[src/rtl/gray_pkg.sv]
// Shared helpers and state encoding for the Gray-code position sequencer.
// Gray/binary conversions work on a wide word; callers zero-extend and slice.
package gray_pkg;

    localparam int MAXW = 32;

    typedef enum logic [2:0] {
        IDLE   = 3'd0,
        DECIDE = 3'd1,
        STEP   = 3'd2,
        WAIT   = 3'd3,
        DONE   = 3'd4,
        FAULT  = 3'd5
    } state_t;

    function automatic logic [MAXW-1:0] bin2gray(input logic [MAXW-1:0] b);
        return b ^ (b >> 1);
    endfunction

    function automatic logic [MAXW-1:0] gray2bin(input logic [MAXW-1:0] g);
        logic [MAXW-1:0] b;
        b[MAXW-1] = g[MAXW-1];
        for (int i = MAXW - 2; i >= 0; i--) begin
            b[i] = b[i+1] ^ g[i];
        end
        return b;
    endfunction

endpackage

[src/rtl/gray_position_sequencer.sv]
// Drives an external Gray up/down counter toward a binary target,
// verifying every step lands as the single expected Gray transition.
module gray_position_sequencer
    import gray_pkg::*;
#(
    parameter int WIDTH    = 4,
    parameter int STEP_GAP = 2
) (
    input  logic             clk,
    input  logic             rst_n,
    input  logic             start,
    input  logic             abort,
    input  logic [WIDTH-1:0] target,
    input  logic [WIDTH-1:0] gray_in,
    output logic             cnt_en,
    output logic             cnt_dir,
    output logic [WIDTH-1:0] pos_bin,
    output logic             busy,
    output logic             done,
    output logic             fault
);

    localparam int GW = $clog2(STEP_GAP + 1);

    state_t           state_q, state_n;
    logic [WIDTH-1:0] tgt_q, tgt_n;
    logic [WIDTH-1:0] exp_q, exp_n;
    logic             first_q, first_n;
    logic             dir_q, dir_n;
    logic [GW-1:0]    gap_q, gap_n;

    logic [WIDTH-1:0] p;
    logic [WIDTH-1:0] up;
    logic [WIDTH-1:0] dn;
    logic [WIDTH-1:0] nxt;
    logic             step_up;

    // Next-state and datapath decisions; registered outputs follow state_n.
    always_comb begin
        state_n = state_q;
        tgt_n   = tgt_q;
        exp_n   = exp_q;
        first_n = first_q;
        dir_n   = dir_q;
        gap_n   = gap_q;
        p       = WIDTH'(gray2bin(MAXW'(gray_in)));
        up      = tgt_q - p;
        dn      = p - tgt_q;
        step_up = (up <= dn);
        nxt     = step_up ? p + WIDTH'(1) : p - WIDTH'(1);
        unique case (state_q)
            IDLE: begin
                if (start && !abort) begin
                    tgt_n   = target;
                    first_n = 1'b1;
                    state_n = DECIDE;
                end
            end
            DECIDE: begin
                if (abort) begin
                    state_n = IDLE;
                end else if (!first_q && gray_in != exp_q) begin
                    state_n = FAULT;
                end else if (p == tgt_q) begin
                    state_n = DONE;
                end else begin
                    dir_n   = step_up;
                    exp_n   = WIDTH'(bin2gray(MAXW'(nxt)));
                    first_n = 1'b0;
                    state_n = STEP;
                end
            end
            STEP: begin
                gap_n   = '0;
                state_n = abort ? IDLE : WAIT;
            end
            WAIT: begin
                if (abort) begin
                    state_n = IDLE;
                end else if (gap_q == GW'(STEP_GAP - 1)) begin
                    state_n = DECIDE;
                end else begin
                    gap_n = gap_q + GW'(1);
                end
            end
            DONE: begin
                state_n = IDLE;
            end
            FAULT: begin
                if (abort) state_n = IDLE;
            end
            default: begin
                state_n = IDLE;
            end
        endcase
    end

    // State, latched move context and Moore output registers.
    always_ff @(posedge clk or negedge rst_n) begin
        if (!rst_n) begin
            state_q <= IDLE;
            tgt_q   <= '0;
            exp_q   <= '0;
            first_q <= 1'b0;
            dir_q   <= 1'b0;
            gap_q   <= '0;
            cnt_en  <= 1'b0;
            cnt_dir <= 1'b0;
            busy    <= 1'b0;
            done    <= 1'b0;
            fault   <= 1'b0;
            pos_bin <= '0;
        end else begin
            state_q <= state_n;
            tgt_q   <= tgt_n;
            exp_q   <= exp_n;
            first_q <= first_n;
            dir_q   <= dir_n;
            gap_q   <= gap_n;
            cnt_en  <= (state_n == STEP);
            cnt_dir <= dir_n;
            busy    <= (state_n == DECIDE) || (state_n == STEP)
                    || (state_n == WAIT);
            done    <= (state_n == DONE);
            fault   <= (state_n == FAULT);
            pos_bin <= p;
        end
    end

endmodule

[config.mk]
export PLATFORM = sky130hd
export DESIGN_NAME = gray_position_sequencer
export DESIGN_NICKNAME = d
export VERILOG_FILES = /design/src/rtl/gray_pkg.sv /design/src/rtl/gray_position_sequencer.sv
export SDC_FILE = /design/constraint.sdc
export NUM_CORES = 1
export LEC_CHECK = 0
export ABC_AREA = 1
export CELL_PAD_IN_SITES_DETAIL_PLACEMENT = 1
export CELL_PAD_IN_SITES_GLOBAL_PLACEMENT = 1
export CORE_MARGIN = 2
export CORE_UTILIZATION = 38
export CTS_BUF_LIST = sky130_fd_sc_hd__clkbuf_4
export CTS_CLUSTER_SIZE = 25
export DETAILED_ROUTE_END_ITERATION = 10
export GPL_TIMING_DRIVEN = 0
export PLACE_DENSITY = 0.87
export SYNTH_ARGS = -nofsm -noshare
export SYNTH_HDL_FRONTEND = slang
export SYNTH_SLANG_ARGS = --single-unit
[constraint.sdc]
create_clock -name clk -period 2.7 [get_ports clk]
set_input_delay 0.27 -clock clk [delete_from_list [all_inputs] [get_ports clk]]
set_output_delay 0.27 -clock clk [all_outputs]
set_load 0.05 [all_outputs]
==> results.yml, run 1 <==
floorplan:
  dieArea_um2: 4700
  start_util_pct: 39.6
  rows: 23
  die_w_um: 68.5
  num_io_pins: 21
  core_um2: 4000
  chipHeight_um: 68.5
synthesis:
  synth_area_um2: 1580
  synth_common_cells: "nand2_1, inv_1, dfrtp_1"
  syn_inst: 196
  syn_nets: 218
  yosysWarnings: 0
  synth_edf_count: 0
  synth_seq_cells: 23
  async_reset_ff_share_pct: 100
  synth_top_area_share_pct: 36.4
  ys_types: 29
  synth.largest_area_cell: "dfrtp_1"
  syn_area_per_cell_um2: 8.08
  yosys-top-cells-area: "dfrtp_1, nand2_1, inv_1"
  yosysMostFrequentCell: "nand2_1"
  synth_flop_cell: "dfrtp_1"
  yosysSeqAreaShare_pct: 36.4
sta:
  rsz0062_at_grt: "yes"
  hold_violations: 0
  finalMaxSlewViolations: 0
  fin_ws_ps: -169
  finalCriticalPeriod_ps: 2870
  fin_skew_ps: 6.80
  fin_crit_sh_pct: 106
  final-setup-viol-count: 3
  max_slew_margin_pct: 22.5
  max_freq_mhz: 349
  worst_slew_pin_slew_ps: 1160
cts:
  clk_latency_ps: 340
  clk_pin_slew_worst_paths_ps: 150
  cts_root_buf: "clkbuf_4"
  cts_buffers: 3
  cts_tree: "yes"
  htree_levels: 1
  max-clock-path-buffers: 2
  clock_sinks: 23
placement:
  port_buffers: 20
  dp_hpwl_um: 3320
  dpl_cell_area_um2: 1990
  gp_congestion: 0.775
  dp_cells: 266
grt:
  grt_usage_pct: 24.3
  antenna_found_initial: 0
  grt_overflow: 0
  grt_max_degree: 24
  grt_first_pass_wirelength_um: 8180
  grt_pass1_vias: 1578
cells_and_area:
  finalNetCount: 262
  final_area_um2: 2360
  fin_cells: 289
  antenna_cells: 0
  post-route-util_pct: 58.9
  synthToLayoutAreaGrowth_pct: 48.9
  drive_above_1_share_pct: 39.3
setup_path:
  cp_data_required_time_ps: 2960
  rrSetupSlack_ps: -170
  crit_arrival_ps: 3120
  cp-end-kind: "flop"
  path_max_fanout: 5
  cp-start-kind: "flop"
  crit_type: "flop to flop"
detailed_routing:
  drt_iter0_drc: 69
  finalWirelength_um: 5850
  ant_nets: 0
  vias: 1530
  drc: 0
  post_drt_wl_per_cell_um: 20.2
  drtPass1Iterations: 4
  drt-vias-per-instance: 5.29
min_path:
  hold_class: "primary input to flop"
run_status:
  violations: "setup timing"
  status: "finished, violations left"
job:
  maxCapViolCount: 0
## state kept, by name (all words and copies together) (netlist names)
name     count
busy         1
cnt_en       1
dir_q        1
done         1
exp_q        4
fault        1
first_q      1
gap_q        2
pos_bin      4
state_q      3
tgt_q        4
## final timing paths
| kind | from | endpoint | cells past startpoint |
|---|---|---|---|
| min reg2reg | gap_q[0] | gap_q[0] | 1 |
| min | gray_in[3] | pos_bin[3] | 2 |
| max reg2reg | tgt_q[1] | exp_q[3] | 21 |
| max in group asynchronous | rst_n | pos_bin[1] | 1 |
| min in group asynchronous | rst_n | state_q[0] | 1 |
| max | tgt_q[1] | exp_q[3] | 21 |
## critical path: stages, from the launching register on
cell	delay (ps)
dfrtp_1	450
inv_2	90
ha_4	220
nand2_4	80
inv_2	60
nand2_1	60
nand2_1	100
xnor2_2	250
ha_4	260
nand2_2	80
inv_2	50
nand2_2	70
nand2_4	60
nand2_4	90
inv_4	50
ha_4	300
nand2_2	70
inv_2	60
nand3_4	70
nand3_2	90
nand3_2	80
and2_4	150
## layout make-up
class	instances	area, um^2
fill	476	1640
inverter	36	173
timing repair buffer	39	365
clock buffer	4	30.0
sequential	23	576
tap	50	62.6
multi-input combinational	137	1150
## metrics by stage
| stage | TNS [ps] | setup slack (ps) | hold WS [ps] |
|---|---|---|---|
| after floorplan | -176 | -114 | -25.6 |
| after global placement | -5870 | -1390 | 466 |
| after detailed placement | -6970 | -1570 | 493 |
| after CTS | -250 | -128 | 236 |
| after global routing | -751 | -281 | 219 |
| final | -421 | -169 | 229 |
## cells in the final DEF, fill, tap and decap left out, types with 4 or more instances in the layout
master and instances:
nand2_2 12, a21oi_1 4, nand2_1 44, dfrtp_1 23, nor2_1 7, nand3_2 4
clkdlybuf4s50_1 16, nand2_8 4, inv_1 23, nand3_1 13, nand3_4 5, buf_4 19
inv_2 8, nand2_4 8, clkbuf_4 4, o21ai_0 6, ha_4 7
## repair_timing
item	CTS	global route
pin swaps	24	21
endpoints found under the setup margin	5	3
setup buffers	13	6
hold buffers	0	0
resized for setup	51	18
## routing by layer
metal | track usage, % | wire length (um)
met3 | 2.60 | 159
met5 | 0 | 0
met2 | 40.7 | 3000
met1 | 31.7 | 2460
met4 | 10.3 | 231
## kinds of logic (layout without fill, tap and decap cells)
logic type               after synthesis  after routing  synth area share (%)
adder cells (fa/ha/maj)               10             10                  8.38
flip-flops                            23             23                  36.4
XOR/XNOR                               5              5                  3.24
AO/OA/AOI/OAI                         16             16                  6.25
AND/OR/NAND/NOR                      106            106                  37.2
buffers and inverters                 36             79                  8.54
Power of run 1 is not shown: default switching activity piles up to over one toggle a cycle in this logic, so the estimate is an artifact.
==> inputs of run 2 (changes only) <==
CELL_PAD_IN_SITES_DETAIL_PLACEMENT = not set   (was 1)
CELL_PAD_IN_SITES_GLOBAL_PLACEMENT = not set   (was 1)
CORE_MARGIN = not set   (was 2)
CORE_UTILIZATION = 40   (was 38)
PLACE_DENSITY = 0.72   (was 0.87)
==> results.yml, run 2 (synthesis gave the netlist of run 1 again) <==
sta:
  finalMaxSlewViolations: 0
  hold_violations: 0
  fin_skew_ps: 10.7
  max_freq_mhz: 364
  rsz0062_at_grt: "yes"
  fin_tns_setup_ps: -50.7
  fin_crit_sh_pct: 102
  worst_slew_pin_slew_ps: 989
  finalCriticalPeriod_ps: 2740
  max_slew_margin_pct: 33.9
  fin_ws_ps: -44.6
  final-setup-viol-count: 2
setup_path:
  path_buf_inv: 6
  crit_family: "simple AND/OR/NAND/NOR gates"
  cpMostUsedCell: "nand2_2"
  rrSetupSlack_ps: -30
  cp-end-kind: "flop"
  crit_arrival_ps: 2960
  path_max_fanout: 5
  cp.depth: 26
  crit_type: "primary input to flop"
  cp-start-kind: "primary input"
  slowest_stage: "ha_4"
  r2r_start: "tgt_q[1]"
  cp_data_required_time_ps: 2910
  r2r_cells: 19
  startpoint: "gray_in[2]"
  r2r_end: "exp_q[3]"
  slowest_delay_ps: 300
  cp-endpoint: "exp_q[3]"
cts:
  cts_buffers: 3
  clk_pin_slew_worst_paths_ps: 120
  cts_tree: "yes"
  clock_sinks: 23
  clk_latency_ps: 310
  cts_root_buf: "clkbuf_4"
  cts_hold_buffers: 0
  max-clock-path-buffers: 2
  htree_levels: 1
cells_and_area:
  finalNetCount: 261
  antenna_cells: 0
  post-route-util_pct: 61.4
  final_area_um2: 2280
  regArea_um2: 576
  multiInputGateArea_um2: 1100
  biggestRegsByFlops: "exp_q x4, pos_bin x4, tgt_q x4"
  final_common_cell: "nand2_1"
  drive_above_1_share_pct: 37.4
  fillers: 318
  layout_common_cells: "nand2_1, dfrtp_1, inv_1"
  synthToLayoutAreaGrowth_pct: 44.3
job:
  maxCapViolCount: 0
floorplan:
  core_um2: 3720
  die_w_um: 64.9
  start_util_pct: 42.6
  dieArea_um2: 4210
  rows: 22
  chipHeight_um: 64.9
  num_io_pins: 21
detailed_routing:
  vias: 1352
  drt-vias-per-instance: 4.73
  finalWirelength_um: 3230
  drtPass1Iterations: 4
  drt_iter0_drc: 95
  ant_nets: 0
  post_drt_wl_per_cell_um: 11.3
  drc: 0
run_status:
  status: "finished, violations left"
  violations: "setup timing"
placement:
  dp_hpwl_um: 2380
  dpl_cell_area_um2: 1990
  gp_congestion: 0.829
  port_buffers: 20
grt:
  antenna_found_initial: 0
  grt_first_pass_wirelength_um: 5550
  grt_pass1_vias: 1262
  grt_max_degree: 24
  grt_usage_pct: 17.1
  grt_overflow: 0
min_path:
  hold_class: "primary input to flop"
run 2: final cells by class:
| class | instances | area share [%] |
|---|---|---|
| Clock inverter | 1 | 0.219 |
| Timing Repair Buffer | 38 | 15.6 |
| Clock buffer | 3 | 0.986 |
| Multi-Input combinational cell | 137 | 48.1 |
| Tap cell | 48 | 2.63 |
| Inverter | 36 | 7.34 |
| Sequential cell | 23 | 25.2 |
run 2: worst min-delay path by stage:
stage,startpoint,to,cells after the start
after CTS,gray_in[3],pos_bin[3],2
after global placement,gap_q[0],gap_q[0],1
after floorplan,rst_n,busy,0
final,gray_in[3],pos_bin[3],2
after detailed placement,gap_q[0],gap_q[0],1
after global routing,gray_in[3],pos_bin[3],2
run 2: layer usage:
metal / share of wire (%) / GRT usage, %
met3: 2.2 / 2.29
met1: 46 / 22.2
met5: 0 / 0
met2: 50 / 29.4
met4: 2.4 / 4.72
run 2: worst reg2reg max path, cell delays in order (launching register included):
cell	delay, ps
dfrtp_1	430
inv_2	80
ha_4	210
ha_2	160
o21bai_4	160
xor2_1	140
ha_1	290
nand2_1	70
inv_2	50
nand2_2	50
nand2_2	60
nand2_2	90
inv_4	60
ha_4	310
nand2_2	50
inv_2	60
nand3_4	70
nand3_2	80
nand3_2	70
and2_4	150
run 2: timing repair:
item | in CTS | in global routing
pin swaps | 19 | 18
setup buffers | 16 | 2
endpoints found under the hold margin | 0 | 0
resized for setup | 45 | 13
endpoints found under the setup margin | 5 | 3
run 2: metrics by stage:
step / std cells / setup WS (ps) / hold slack [ps]
3_3_place_gp: 264 / -1410 / 463
4_1_cts: 284 / -17.7 / 205
3_5_place_dp: 264 / -1450 / 474
5_1_grt: 286 / -185 / 204
2_1_floorplan: 196 / -114 / -25.6
6_report: 286 / -44.6 / 219
Power of run 2 is left out for the same reason.
==> inputs of run 3 (changes only) <==
SLEW_MARGIN = 30   (was not set)
==> results.yml, run 3 (synthesis gave the netlist of run 1 again) <==
run_status:
  violations: "setup timing"
  status: "finished, violations left"
setup_path:
  path_max_fanout: 5
  cpMostUsedCell: "nand2_2"
  slowest_stage: "ha_4"
  crit_arrival_ps: 2960
  cp_data_required_time_ps: 2910
  cp-start-kind: "primary input"
  crit_type: "primary input to flop"
  slowest_delay_ps: 300
  cp-end-kind: "flop"
sta:
  final-setup-viol-count: 2
  hold_violations: 0
  max_freq_mhz: 364
  fin_ws_ps: -46.0
  fin_skew_ps: 10.1
  max_slew_margin_pct: 66.4
  worst_slew_pin_slew_ps: 502
  rsz0062_at_grt: "yes"
  fin_tns_setup_ps: -53.5
  fin_crit_sh_pct: 102
  finalCriticalPeriod_ps: 2750
  finalMaxSlewViolations: 0
cts:
  cts_tree: "yes"
  cts_buffers: 3
  cts_root_buf: "clkbuf_4"
  clk_pin_slew_worst_paths_ps: 120
  htree_levels: 1
  clock_sinks: 23
  clk_latency_ps: 310
  max-clock-path-buffers: 2
floorplan:
  num_io_pins: 21
  core_um2: 3720
  die_w_um: 64.9
  chipHeight_um: 64.9
  dieArea_um2: 4210
  start_util_pct: 42.6
  rows: 22
cells_and_area:
  biggestRegsByFlops: "exp_q x4, pos_bin x4, tgt_q x4"
  post-route-util_pct: 61.6
  finalNetCount: 262
  multiInputGateArea_um2: 1100
  final_common_cell: "nand2_1"
  fillers: 320
  final_area_um2: 2290
  drive_above_1_share_pct: 37.7
  antenna_cells: 0
  regArea_um2: 576
  layout_common_cells: "nand2_1, dfrtp_1, inv_1"
  synthToLayoutAreaGrowth_pct: 44.6
detailed_routing:
  drtPass1Iterations: 4
  post_drt_wl_per_cell_um: 11.3
  ant_nets: 0
  drt-vias-per-instance: 4.72
  finalWirelength_um: 3250
  drt_iter0_drc: 94
  drc: 0
  vias: 1354
placement:
  dp_hpwl_um: 2380
  dpl_cell_area_um2: 1980
  gp_congestion: 0.829
  port_buffers: 20
  pre_cts_ws_ps: -1450
min_path:
  hold_class: "primary input to flop"
grt:
  grt_pass1_vias: 1262
  grt_max_degree: 24
  grt_overflow: 0
  antenna_found_initial: 0
  grt_usage_pct: 17.1
  grt_first_pass_wirelength_um: 5550
job:
  maxCapViolCount: 0
## run 3: changes by cell type in the layout (fill, tap and decap cells not counted)
cell and delta:
clkdlybuf4s50_1 -1, buf_2 +1, dlygate4sd3_1 +1
## run 3: through the flow
step	hold slack (ps)	std cells
floorplan	-25.6	196
global placement	463	264
detailed placement	271	264
CTS	205	285
global route	204	287
finish	219	287
## run 3: cell type report
cell class              instances  area share [%]
clock buffers                   3           0.984
clock inverters                 1           0.219
inverters                      36            7.33
multi-input cells             137            47.9
flip-flops and latches         23            25.2
well taps                      48            2.62
repair buffers                 39            15.7
## run 3: final timing paths
check                            from         end  slack, ps  cells after the start
max                        gray_in[2]    exp_q[3]        -50                     26
min                        gray_in[3]  pos_bin[3]        220                      2
max reg2reg                  tgt_q[1]    exp_q[3]        -30                     19
min reg2reg                  gap_q[0]    gap_q[0]        490                      1
max in group asynchronous       rst_n    exp_q[2]       1920                      2
min in group asynchronous       rst_n     first_q        430                      2
## run 3: repair_timing
action                                  in CTS  in global routing
hold buffers                                 1                  0
endpoints found under the setup margin       5                  3
pin swaps                                   19                 18
resized for setup                           45                 13
endpoints found under the hold margin       23                  0
buffers inserted                            16                  2
## run 3: routing by layer
layer,share of wire (%),GRT usage [%]
met5,0,0
met4,2.3,4.72
met3,2.2,2.29
met2,50,29.4
met1,46,22.2
## run 3: critical path: cells and delay by family
| kind | cells | cell delay (ps) |
|---|---|---|
| compound gates | 1 | 160 |
| xor+xnor | 1 | 140 |
| fa+ha+maj | 4 | 890 |
| buf+inv | 6 | 350 |
| simple gates | 14 | 1140 |
Power of run 3 is left out for the same reason.
